===== config.mk =====
export PLATFORM = sky130hd
export DESIGN_NAME = key_debounce_encoder
export DESIGN_NICKNAME = d
export VERILOG_FILES = /design/src/rtl/key_debounce_encoder.sv
export SDC_FILE = /design/constraint.sdc
export NUM_CORES = 1
export LEC_CHECK = 0
export BUFFER_PORTS_ARGS = -buffer_cell sky130_fd_sc_hd__buf_2
export CAP_MARGIN = 15
export CORE_ASPECT_RATIO = 1.25
export CORE_MARGIN = 10
export CORE_UTILIZATION = 65
export DETAILED_ROUTE_END_ITERATION = 8
export PLACE_DENSITY = 0.82
export SLEW_MARGIN = 20
export SYNTH_ARGS = -nofsm -noshare
export SYNTH_HDL_FRONTEND = slang
export SYNTH_SLANG_ARGS = --single-unit

===== constraint.sdc =====
create_clock -name clk -period 7.6 [get_ports clk]
set_clock_uncertainty 0.15 [all_clocks]
set_input_delay 0.76 -clock clk [delete_from_list [all_inputs] [get_ports clk]]
set_output_delay 0.76 -clock clk [all_outputs]
set_load 0.01 [all_outputs]

===== src/rtl/key_debounce_encoder.sv =====
// key_debounce_encoder: synchronise, debounce and priority-encode 12 push buttons into one-pulse key codes
// Define KEY_AUTO_REPEAT_EN to add auto-repeat pulses while a key stays held.
module key_debounce_encoder #(
    parameter int DEBOUNCE_CYCLES = 500000,
    parameter int REPEAT_DELAY    = 25000000,
    parameter int REPEAT_PERIOD   = 10000000
) (
    input  logic       clk,
    input  logic       rst,
    input  logic       key01,
    input  logic       key02,
    input  logic       key03,
    input  logic       key04,
    input  logic       key05,
    input  logic       key06,
    input  logic       key07,
    input  logic       key08,
    input  logic       key09,
    input  logic       key10,
    input  logic       key11,
    input  logic       key12,
    output logic       key_valid,
    output logic [3:0] key_value,
    output logic       key_held
);
    localparam int MAXP = (DEBOUNCE_CYCLES > REPEAT_DELAY)
                        ? ((DEBOUNCE_CYCLES > REPEAT_PERIOD) ? DEBOUNCE_CYCLES : REPEAT_PERIOD)
                        : ((REPEAT_DELAY > REPEAT_PERIOD) ? REPEAT_DELAY : REPEAT_PERIOD);
    localparam int CW = $clog2(MAXP) + 1;
    localparam logic [CW-1:0] DB_LAST = CW'(DEBOUNCE_CYCLES - 1);

    typedef enum logic [1:0] {IDLE, PRESS_DB, HELD, REL_DB} state_t;

    logic [11:0]   raw;
    logic [11:0]   meta_q;
    logic [11:0]   sync_q;
    logic          any;
    logic [3:0]    enc;
    state_t        state_q;
    logic [3:0]    cand_q;
    logic [CW-1:0] cnt_q;
    logic          key_valid_q;
    logic [3:0]    key_value_q;
    logic          key_held_q;

    assign raw = {key12, key11, key10, key09, key08, key07, key06, key05, key04, key03, key02, key01};
    assign any = |sync_q;

    function automatic logic [3:0] map_code(input logic [3:0] idx);
        return (idx == 4'd9) ? 4'd10 : (idx == 4'd10) ? 4'd0 : (idx == 4'd11) ? 4'd11 : idx + 4'd1;
    endfunction

    function automatic logic [CW-1:0] sat_inc(input logic [CW-1:0] v);
        return (&v) ? v : v + 1'b1;
    endfunction

    // two-flop synchroniser on every raw button
    always_ff @(posedge clk or negedge rst) begin
        if (!rst) begin
            meta_q <= '0;
            sync_q <= '0;
        end else begin
            meta_q <= raw;
            sync_q <= meta_q;
        end
    end

    // priority encoder: lowest asserted index wins
    always_comb begin
        enc = 4'd0;
        for (int i = 11; i >= 0; i--)
            if (sync_q[i]) enc = 4'(i);
    end

    // debounce FSM with registered outputs
    always_ff @(posedge clk or negedge rst) begin
        if (!rst) begin
            state_q     <= IDLE;
            cand_q      <= '0;
            cnt_q       <= '0;
            key_valid_q <= 1'b0;
            key_value_q <= '0;
            key_held_q  <= 1'b0;
        end else begin
            key_valid_q <= 1'b0;
            case (state_q)
                IDLE:
                    if (any) begin
                        cand_q  <= enc;
                        cnt_q   <= '0;
                        state_q <= PRESS_DB;
                    end
                PRESS_DB:
                    if (!sync_q[cand_q] || enc != cand_q) begin
                        state_q <= IDLE;
                    end else if (cnt_q == DB_LAST) begin
                        key_valid_q <= 1'b1;
                        key_value_q <= map_code(cand_q);
                        key_held_q  <= 1'b1;
                        state_q     <= HELD;
                    end else begin
                        cnt_q <= sat_inc(cnt_q);
                    end
                HELD:
                    if (!any) begin
                        cnt_q   <= '0;
                        state_q <= REL_DB;
                    end
                REL_DB:
                    if (any) begin
                        state_q <= HELD;
                    end else if (cnt_q == DB_LAST) begin
                        key_held_q <= 1'b0;
                        state_q    <= IDLE;
                    end else begin
                        cnt_q <= sat_inc(cnt_q);
                    end
                default: state_q <= IDLE;
            endcase
        end
    end

`ifdef KEY_AUTO_REPEAT_EN
    localparam logic [CW-1:0] RD_LAST = CW'(REPEAT_DELAY - 1);
    localparam logic [CW-1:0] RP_LAST = CW'(REPEAT_PERIOD - 1);

    logic [CW-1:0] rpt_q;
    logic          rpt_armed_q;
    logic          rpt_pulse_q;

    // repeat timer, restarted from zero on every entry into HELD
    always_ff @(posedge clk or negedge rst) begin
        if (!rst) begin
            rpt_q       <= '0;
            rpt_armed_q <= 1'b0;
            rpt_pulse_q <= 1'b0;
        end else if (state_q != HELD || !any) begin
            rpt_q       <= '0;
            rpt_armed_q <= 1'b0;
            rpt_pulse_q <= 1'b0;
        end else if (rpt_q == (rpt_armed_q ? RP_LAST : RD_LAST)) begin
            rpt_q       <= '0;
            rpt_armed_q <= 1'b1;
            rpt_pulse_q <= 1'b1;
        end else begin
            rpt_q       <= sat_inc(rpt_q);
            rpt_pulse_q <= 1'b0;
        end
    end

    assign key_valid = key_valid_q | rpt_pulse_q;
`else
    assign key_valid = key_valid_q;
`endif

    assign key_value = key_value_q;
    assign key_held  = key_held_q;
endmodule


==> results.json, run 1 <==
{
  "rsz0062_at_grt": "no",
  "seq_area_sq_um": 1551,
  "holdBufCountCts": 0,
  "start_util_pct": 67.16,
  "clock_sinks": 62,
  "vias": 2875,
  "synth-warning-count": 0,
  "drt_iter0_markers": 176,
  "fmax_mhz": 322.0,
  "rr_startpoint": "sync_q[4]",
  "maxSlewViolCount": 0,
  "avgSynthCellArea_sq_um": 9.465,
  "startpoint_type": "flip-flop",
  "dpl.cell_count": 424,
  "grt_usage_pct": 18.58,
  "yosysTopAreaCellShare_pct": 45.16,
  "finalCritPeriodShare_pct": 40.87,
  "syn_inst": 363,
  "final_layout_size_suffix_gt1_share_pct": 15.34,
  "cts_setup_buffers": 0,
  "ys_types": 58,
  "synth_ff_type": "dfrtp_1",
  "p_total_w": 0.0008878,
  "clock-root-buffer": "clkbuf_8",
  "synth_edf_count": 0,
  "startpoint": "sync_q[4]",
  "wl_met3_um": 319,
  "hp-class": "reg2reg",
  "final_util_pct": 72.95,
  "grt_overflow_total": 0,
  "critical_path.max_fanout": 14,
  "worstSetupEndpoint": "cnt_q[13]",
  "worstPathRequired_ns": 7.72,
  "die_area_sq_um": 8612,
  "grt_start_max_net_pins": 63,
  "grt_pass1_vias": 2825,
  "stdcell_count": 440,
  "clkTransAtPathRegs_ns": 0.08,
  "portBuffers": 19,
  "clkLatencyLatePin_ns": 0.35,
  "p_int_w": 0.0005851,
  "io_pins": 20,
  "synth-seq-cells": 62,
  "worstPathArrival_ns": 3.22,
  "wl_per_cell_um": 17.23,
  "dpl.hpwl_mm": 5.202,
  "die_w_um": 85.03,
  "wl_met1_mm": 3.055,
  "critPathCaptureType": "flip-flop",
  "viasPerCell": 6.534,
  "wl_mm": 7.582,
  "fillers": 376,
  "synth_area_sq_um": 3436,
  "cts-buffers-inserted": 9,
  "netlist_top_cells_count": "dfrtp_1 (62), nand2_1 (48), nor2_1 (30)",
  "tns_ns": 0,
  "gp_congestion": 0.9527,
  "async_flop_share_pct": 100.0,
  "routed.top_layer": "met4",
  "power.net_switching_w": 0.0003027,
  "cts_buffer_depth": 2,
  "setup_violations": 0,
  "slew_headroom_pct": 35.33,
  "worst-setup-path-type": "reg2reg",
  "cts_tree": "built",
  "synth_area_leaders": "dfrtp_1 (45%), nand2_1 (5.2%), nand4_1 (3.8%), nor2_1 (3.3%), o211ai_1 (2.8%)",
  "syn-num-nets": 381,
  "hold_ws_ns": 0.2003,
  "finalCriticalPeriod_ns": 3.106,
  "ant_nets": 0,
  "p_comb_share_pct": 23.9,
  "antenna_cells": 0,
  "synth.largest_area_cell": "dfrtp_1",
  "antenna_found_initial": 0,
  "maxCapViolCount": 0,
  "max_slew.worst_pin.slew_ns": 0.9497,
  "grt_pass1_wl_mm": 13.24,
  "regToRegEndpoint": "cnt_q[13]",
  "core_sq_um": 5116,
  "multi_input_comb_area_sq_um": 1743,
  "row_count": 29,
  "drc_errors": 0,
  "yosysMostFrequentCell": "dfrtp_1",
  "fp.dieH_um": 101.3,
  "r2r_slack_ns": 4.49,
  "power_leakage_nw": 1.532,
  "power_density_nw_per_um2": 237.9,
  "area_delta_synth_final_pct": 8.631,
  "status": "finished, final reports clean",
  "h-tree-depth": 3,
  "power_frac_seq_pct": 43.1,
  "dr_wl_met2_mm": 4.019,
  "yosysSeqAreaShare_pct": 45.16,
  "hold_viol": 0,
  "p_clk_share_pct": 33.0,
  "cts_resized": 0,
  "r2r.worst_path.cells": 7,
  "swShare_pct": 34.10,
  "final_nets": 391,
  "dr.pass1.iters": 4,
  "ir_worst_vdd_mv": 0.1409
}
==> final cells by class <==
cell class                      count  share of cell area (%)
Inverter                           13                   1.307
Clock buffer                        9                   3.319
Tap cell                           62                   2.078
Sequential cell                    62                   41.57
Clock inverter                      7                   2.078
Multi-Input combinational cell    266                   46.70
Timing Repair Buffer               21                   2.950
==> how the worst min path moves through the flow <==
| stage | from | to | cells after the start |
|---|---|---|---|
| 2_1_floorplan | meta_q[0] | sync_q[0] | 0 |
| 3_3_place_gp | meta_q[11] | sync_q[11] | 0 |
| 3_5_place_dp | meta_q[10] | sync_q[10] | 0 |
| 4_1_cts | meta_q[4] | sync_q[4] | 0 |
| 5_1_grt | meta_q[11] | sync_q[11] | 0 |
| 6_report | meta_q[10] | sync_q[10] | 0 |
==> cell families (layout without fill, tap and decap cells) <==
logic type,Yosys count,count (layout),synth area share (%)
AOI/OAI and AO/OA,69,69,14.39
xor gates and xnor gates,2,2,0.5099
adders and majority gates,4,4,1.457
buffers and inverters,35,50,4.370
DFF,62,62,45.16
muxes,17,17,6.701
and+or+nand+nor,174,174,27.42
==> power by group through the flow <==
stage	sequential, W	clock (W)	combinational, W
3_3_place_gp	0.000387	0	0.000204
2_1_floorplan	0.000378	0	0.000167
3_5_place_dp	0.000388	0	0.000211
4_1_cts	0.000382	0.000302	0.000212
6_report	0.000383	0.000293	0.000212
5_1_grt	0.000386	0.000313	0.000237
==> metal layers <==
| metal | track usage [%] | up-vias |
|---|---|---|
| met2 | 32.91 | 69 |
| met4 | 9.898 | 0 |
| li1 | - | 1364 |
| met3 | 2.811 | 19 |
| met1 | 21.00 | 1423 |
| met5 | 0 | - |
==> state kept, by name, summed over array words and instances, names as in the netlist <==
signal / flops
cnt_q: 26
meta_q: 12
sync_q: 12
cand_q: 4
key_value: 4
state_q: 2
key_held: 1
key_valid: 1
==> stage by stage <==
step | setup slack [ns] | area (sq um)
detailed placement | 4.534 | 3522
global placement | 4.655 | 3522
finish | 4.494 | 3732
CTS | 4.443 | 3724
floorplan | 5.137 | 3436
global route | 4.279 | 3732
==> worst max-delay path, stage by stage, from the launching register on <==
cell and delay [ns]:
dfrtp_1 0.43, nor4_1 0.44, nand4_1 0.21, o211ai_2 0.24
o2111ai_4 0.26, o31ai_4 0.68, or4b_1 0.51, o211ai_1 0.10
==> layout by cell type (no fill, tap or decap), types with 2 or more instances in the layout <==
cell / count
ha_1: 4
clkbuf_8: 9
buf_2: 19
buf_4: 2
nand4_1: 21
nor4b_1: 5
mux2i_1: 5
and3_1: 5
nor4_1: 6
nor2_1: 30
mux2_2: 8
o211ai_1: 13
nand2_1: 48
dfrtp_1: 62
inv_1: 12
inv_6: 4
nand3_1: 17
or4_1: 5
o31ai_4: 2
and4b_1: 2
nor2b_1: 7
or3_1: 4
nor3_1: 11
mux4_2: 3
nand4b_1: 5
o21a_1: 2
xnor2_1: 2
o21ai_0: 14
a21o_1: 3
a21oi_1: 19
a211o_1: 2
No activity file was read; power rests on OpenSTA's default activity.
==> inputs of run 2 (changes only) <==
--- a/config.mk
+++ b/config.mk
@@ -9,9 +9,9 @@
 export CAP_MARGIN = 15
 export CORE_ASPECT_RATIO = 1.25
 export CORE_MARGIN = 10
-export CORE_UTILIZATION = 65
+export CORE_UTILIZATION = 61
 export DETAILED_ROUTE_END_ITERATION = 8
-export PLACE_DENSITY = 0.82
+export PLACE_DENSITY = 0.78
 export SLEW_MARGIN = 20
 export SYNTH_ARGS = -nofsm -noshare
 export SYNTH_HDL_FRONTEND = slang
==> constraint.sdc (replaced) <==
create_clock -name clk -period 2.9 [get_ports clk]
set_clock_uncertainty 0.15 [all_clocks]
set_input_delay 0.29 -clock clk [delete_from_list [all_inputs] [get_ports clk]]
set_output_delay 0.29 -clock clk [all_outputs]
set_load 0.01 [all_outputs]
==> results.json, run 2 (same netlist as run 1, synthesis figures left out) <==
{
  "portBuffers": 19,
  "swShare_pct": 34.41,
  "die_area_sq_um": 9053,
  "finalCritPeriodShare_pct": 93.61,
  "cts-buffers-inserted": 9,
  "fp.dieH_um": 103.9,
  "status": "finished, final reports clean",
  "ant_nets": 0,
  "grt_pass1_wl_mm": 14.10,
  "drc_errors": 0,
  "worstSetupEndpoint": "cnt_q[14]",
  "rr_startpoint": "sync_q[4]",
  "power_frac_seq_pct": 42.1,
  "grt_overflow_total": 0,
  "largest_reg_flops": 26,
  "io_pins": 20,
  "crit_top_cell": "buf_4",
  "r2r_slack_ns": 0.19,
  "largest-register": "cnt_q",
  "antenna_cells": 0,
  "power_density_nw_per_um2": 596.2,
  "startpoint_type": "flip-flop",
  "fillers": 374,
  "wl_per_cell_um": 17.68,
  "final_layout_size_suffix_gt1_share_pct": 18.11,
  "crit_family": "simple AND/OR/NAND/NOR gates",
  "hold_viol": 0,
  "clock_sinks": 62,
  "slew_headroom_pct": 48.66,
  "cts_buffer_depth": 2,
  "max_stage_delay_ns": 0.66,
  "startpoint": "sync_q[4]",
  "row_count": 30,
  "setup_violations": 0,
  "clkTransAtPathRegs_ns": 0.07,
  "critPathCaptureType": "flip-flop",
  "final_util_pct": 73.17,
  "grt_pass1_vias": 2911,
  "hp-class": "reg2reg",
  "p_int_w": 0.001557,
  "max_slew.worst_pin.slew_ns": 0.7702,
  "final_nets": 416,
  "dpl.cell_count": 437,
  "ir_worst_vdd_mv": 0.3340,
  "clkLatencyLatePin_ns": 0.35,
  "clock-root-buffer": "clkbuf_8",
  "worst-setup-path-type": "reg2reg",
  "antenna_found_initial": 0,
  "p_comb_share_pct": 25.4,
  "r2r.worst_path.cells": 9,
  "dr.pass1.iters": 4,
  "stdcell_count": 467,
  "reg_top3": "cnt_q (26), meta_q (12), sync_q (12)",
  "power.net_switching_w": 0.0008170,
  "grt_usage_pct": 18.95,
  "tns_ns": 0,
  "start_util_pct": 63.13,
  "grt_start_max_net_pins": 40,
  "final_common_cell": "dfrtp_1",
  "vias": 2982,
  "gp_congestion": 0.8655,
  "dpl.hpwl_mm": 5.528,
  "fmax_mhz": 368.4,
  "h-tree-depth": 3,
  "rsz0062_at_grt": "no",
  "viasPerCell": 6.385,
  "cp_num_buf_inv": 2,
  "p_total_w": 0.002374,
  "worstPathArrival_ns": 2.79,
  "cp_cell_sequence": "or4_1 -> nand4_1 -> o211ai_2 -> o2111ai_4 -> buf_4 -> o31ai_2 -> buf_4 -> nor2b_1 -> o311ai_0",
  "critical_path.max_fanout": 14,
  "die_w_um": 87.13,
  "cts_tree": "built",
  "path_depth": 9,
  "final_cell_mix": "dfrtp_1 (62), nand2_1 (48), nor2_1 (30)",
  "p_clk_share_pct": 32.5,
  "area_delta_synth_final_pct": 15.91,
  "drt_iter0_markers": 190,
  "core_sq_um": 5443,
  "wl_mm": 8.255,
  "power_leakage_nw": 1.646,
  "regToRegEndpoint": "cnt_q[14]",
  "worstPathRequired_ns": 2.98,
  "cp_slowest_cell": "or4_1",
  "maxSlewViolCount": 0,
  "finalCriticalPeriod_ns": 2.715,
  "maxCapViolCount": 0
}
-- run 2: cell count changes in the layout (fill, tap and decap cells not counted), sizes merged --
| cell | previous run | this run |
|---|---|---|
| dlygate4sd3 | 0 | 13 |
| buf | 21 | 33 |
| inv | 16 | 12 |
| clkinv | 2 | 4 |
| clkinvlp | 1 | 3 |
-- run 2: routing by layer --
metal | part of all wire, % | up-vias | track usage (%)
li1 | - | 1416 | -
met1 | 40 | 1447 | 23.32
met2 | 52 | 94 | 30.77
met3 | 4.9 | 25 | 2.900
met4 | 3.4 | 0 | 9.817
met5 | 0 | - | 0
-- run 2: how the worst min path moves through the flow --
| stage | endpoint | from | slack (ns) | cells after the start |
|---|---|---|---|---|
| after floorplan | cand_q[0] | rst | -0.16 | 0 |
| after global routing | sync_q[4] | meta_q[4] | 0.21 | 0 |
| after global placement | sync_q[9] | meta_q[9] | 0.18 | 0 |
| after CTS | sync_q[10] | meta_q[10] | 0.20 | 0 |
| after detailed placement | sync_q[10] | meta_q[10] | 0.19 | 0 |
| final | sync_q[9] | meta_q[9] | 0.20 | 0 |
-- run 2: power groups by stage --
stage | clock [W] | sequential (W) | combinational, W
3_3_place_gp | 0 | 0.00101 | 0.000552
4_1_cts | 0.000775 | 0.000998 | 0.000596
5_1_grt | 0.000814 | 0.00101 | 0.000672
2_1_floorplan | 0 | 0.000992 | 0.000437
3_5_place_dp | 0 | 0.00101 | 0.000573
6_report | 0.000771 | 0.000999 | 0.000604
-- run 2: final cells by class --
| cell class | count | area, sq um | area share (%) |
|---|---|---|---|
| tap | 64 | 80.08 | 2.011 |
| multi-input combinational | 266 | 1748 | 43.89 |
| clock buffer | 9 | 123.9 | 3.110 |
| clock inverter | 7 | 75.07 | 1.885 |
| sequential | 62 | 1551 | 38.96 |
| timing repair buffer | 46 | 355.3 | 8.922 |
| inverter | 13 | 48.80 | 1.225 |
-- run 2: what timing repair did --
action	4_1_cts	5_1_grt
hold endpoints to repair	43	0
resized for setup	0	3
hold buffers	13	0
buffers inserted	0	1
setup endpoints to repair	0	16
-- run 2: per-stage QoR --
step                cell area (sq um)  setup WS [ns]  hold WS, ns
floorplan                        3436         0.4366      -0.1556
global placement                 3620         0.2018       0.1822
global route                     3983        0.03601       0.2119
CTS                              3949         0.1075       0.2022
finish                           3983         0.1853       0.2013
detailed placement               3620         0.1116       0.1855
-- run 2: worst register-to-register path, stage by stage, from the launching register on --
cell       delay [ns]
dfrtp_1          0.44
or4_1            0.66
nand4_1          0.18
o211ai_2         0.11
o2111ai_4        0.14
buf_4            0.20
o31ai_2          0.07
buf_4            0.21
nor2b_1          0.15
o311ai_0         0.30
==> inputs of run 3 (changes only) <==
--- a/config.mk
+++ b/config.mk
@@ -11,6 +11,7 @@
 export CORE_MARGIN = 10
 export CORE_UTILIZATION = 61
 export DETAILED_ROUTE_END_ITERATION = 8
+export GPL_ROUTABILITY_DRIVEN = 0
 export PLACE_DENSITY = 0.78
 export SLEW_MARGIN = 20
 export SYNTH_ARGS = -nofsm -noshare
==> constraint.sdc (replaced) <==
create_clock -name clk -period 2.9 [get_ports clk]
set_clock_uncertainty 0.15 [all_clocks]
set_input_delay 0.435 -clock clk [delete_from_list [all_inputs] [get_ports clk]]
set_output_delay 0.435 -clock clk [all_outputs]
set_load 0.01 [all_outputs]
==> results.json, run 3 (same netlist as run 1, synthesis figures left out) <==
{
  "status": "finished, final reports clean",
  "hold_path_depth": 1,
  "clock-root-buffer": "clkbuf_8",
  "io_pins": 20,
  "final_util_pct": 70.83,
  "grt_pass1_vias": 2918,
  "antenna_found_initial": 0,
  "largest_reg_flops": 26,
  "final_common_cell": "dfrtp_1",
  "power_density_nw_per_um2": 617.0,
  "antenna_cells": 0,
  "portBuffers": 19,
  "fillers": 415,
  "core_sq_um": 5443,
  "finalCriticalPeriod_ns": 2.762,
  "min_from": "key12",
  "grt_start_max_net_pins": 63,
  "crit_family": "simple AND/OR/NAND/NOR gates",
  "cts_tree": "built",
  "largest-register": "cnt_q",
  "die_w_um": 87.13,
  "max_slew.worst_pin.slew_ns": 0.7651,
  "ir_worst_vdd_mv": 0.3604,
  "ant_nets": 0,
  "grt_pass1_wl_mm": 13.86,
  "die_area_sq_um": 9053,
  "final_nets": 404,
  "cts-buffers-inserted": 9,
  "clkTransAtPathRegs_ns": 0.08,
  "place_ws_ns": 0.1160,
  "viasPerCell": 6.363,
  "dpl.hpwl_mm": 5.302,
  "max_stage_delay_ns": 0.65,
  "maxCapViolCount": 0,
  "finalCritPeriodShare_pct": 95.25,
  "regToRegEndpoint": "cnt_q[2]",
  "holdPathEnd": "meta_q[11]",
  "clock_sinks": 62,
  "cp_cell_sequence": "or4_1 -> nand4_1 -> o211ai_2 -> o2111ai_4 -> buf_4 -> o21a_1 -> mux2_2 -> o211ai_1",
  "vias": 2895,
  "final_layout_size_suffix_gt1_share_pct": 18.67,
  "worstPathArrival_ns": 2.88,
  "hp-class": "in2reg",
  "dr.pass1.iters": 4,
  "start_util_pct": 63.13,
  "area_delta_synth_final_pct": 12.20,
  "startpoint_type": "flip-flop",
  "layout_setup_ws_ns": 0.1376,
  "grt_usage_pct": 18.27,
  "fp.dieH_um": 103.9,
  "rr_startpoint": "sync_q[4]",
  "hold_viol": 0,
  "cp_slowest_cell": "or4_1",
  "clkLatencyLatePin_ns": 0.34,
  "critical_path.max_fanout": 11,
  "wl_mm": 7.876,
  "tns_ns": 0,
  "cp_num_buf_inv": 1,
  "final_cell_mix": "dfrtp_1 (62), nand2_1 (48), nor2_1 (30)",
  "power_leakage_nw": 1.599,
  "holdBufCountCts": 0,
  "grt_overflow_total": 0,
  "drt_iter0_markers": 172,
  "maxSlewViolCount": 0,
  "drc_errors": 0,
  "r2r.worst_path.cells": 8,
  "worst-setup-path-type": "reg2reg",
  "slew_headroom_pct": 48.99,
  "worstPathRequired_ns": 3.01,
  "wl_per_cell_um": 17.31,
  "r2r_slack_ns": 0.14,
  "cts_buffer_depth": 2,
  "fmax_mhz": 362.0,
  "critPathCaptureType": "flip-flop",
  "setup_violations": 0,
  "h-tree-depth": 3,
  "reg_top3": "cnt_q (26), meta_q (12), sync_q (12)",
  "hold_ws_ns": 0.04719,
  "row_count": 30
}
==> run 3: cell count changes in the layout (fill, tap and decap cells not counted), sizes merged <==
cell	previous run	this run
buf	33	34
clkbuf	9	10
clkinv	4	2
dlygate4sd3	13	0
inv	12	13
==> run 3: worst max-delay path by stage <==
| stage | start | end | cells after the start |
|---|---|---|---|
| floorplan | sync_q[4] | cnt_q[17] | 8 |
| global placement | sync_q[0] | cnt_q[13] | 7 |
| detailed placement | sync_q[0] | cnt_q[13] | 7 |
| CTS | sync_q[4] | cnt_q[13] | 7 |
| global route | sync_q[6] | cnt_q[3] | 8 |
| finish | sync_q[4] | cnt_q[2] | 8 |
==> run 3: timing repair <==
action | 4_1_cts | 5_1_grt
gates resized for setup | 0 | 2
buffers inserted | 0 | 3
hold endpoints to repair | 0 | 0
endpoints found under the setup margin | 0 | 9
==> run 3: layout make-up <==
| class | count | area [sq um] | area share [%] |
|---|---|---|---|
| repair buffers | 34 | 220.2 | 5.712 |
| flip-flops and latches | 62 | 1551 | 40.25 |
| inverters | 13 | 48.80 | 1.266 |
| multi-input cells | 266 | 1747 | 45.31 |
| clock buffers | 10 | 137.6 | 3.570 |
| well taps | 64 | 80.08 | 2.077 |
| clock inverters | 6 | 70.07 | 1.818 |
==> run 3: power by group <==
part / switching [W] / total (W) / leakage [nW] / internal, W
Sequential: 0.0000801 / 0.000999 / 0.804 / 0.000919
Clock: 0.000376 / 0.000800 / 0.0951 / 0.000424
Combinational: 0.000353 / 0.000579 / 0.700 / 0.000226
Total: 0.000809 / 0.00238 / 1.60 / 0.00157
==> run 3: layer usage <==
metal,vias up,wire length (um),global-route usage (%)
met5,-,0,0
met4,0,117,6.963
met3,12,372,3.213
met2,88,4118,30.77
met1,1401,3268,22.27
li1,1394,-,-
==> run 3: through the flow <==
stage	instance area (sq um)	std cells	power [W]
finish	3855	455	0.002379
global route	3855	455	0.002493
CTS	3820	452	0.002388
detailed placement	3612	436	0.001582
global placement	3612	436	0.001559
floorplan	3436	363	0.001429
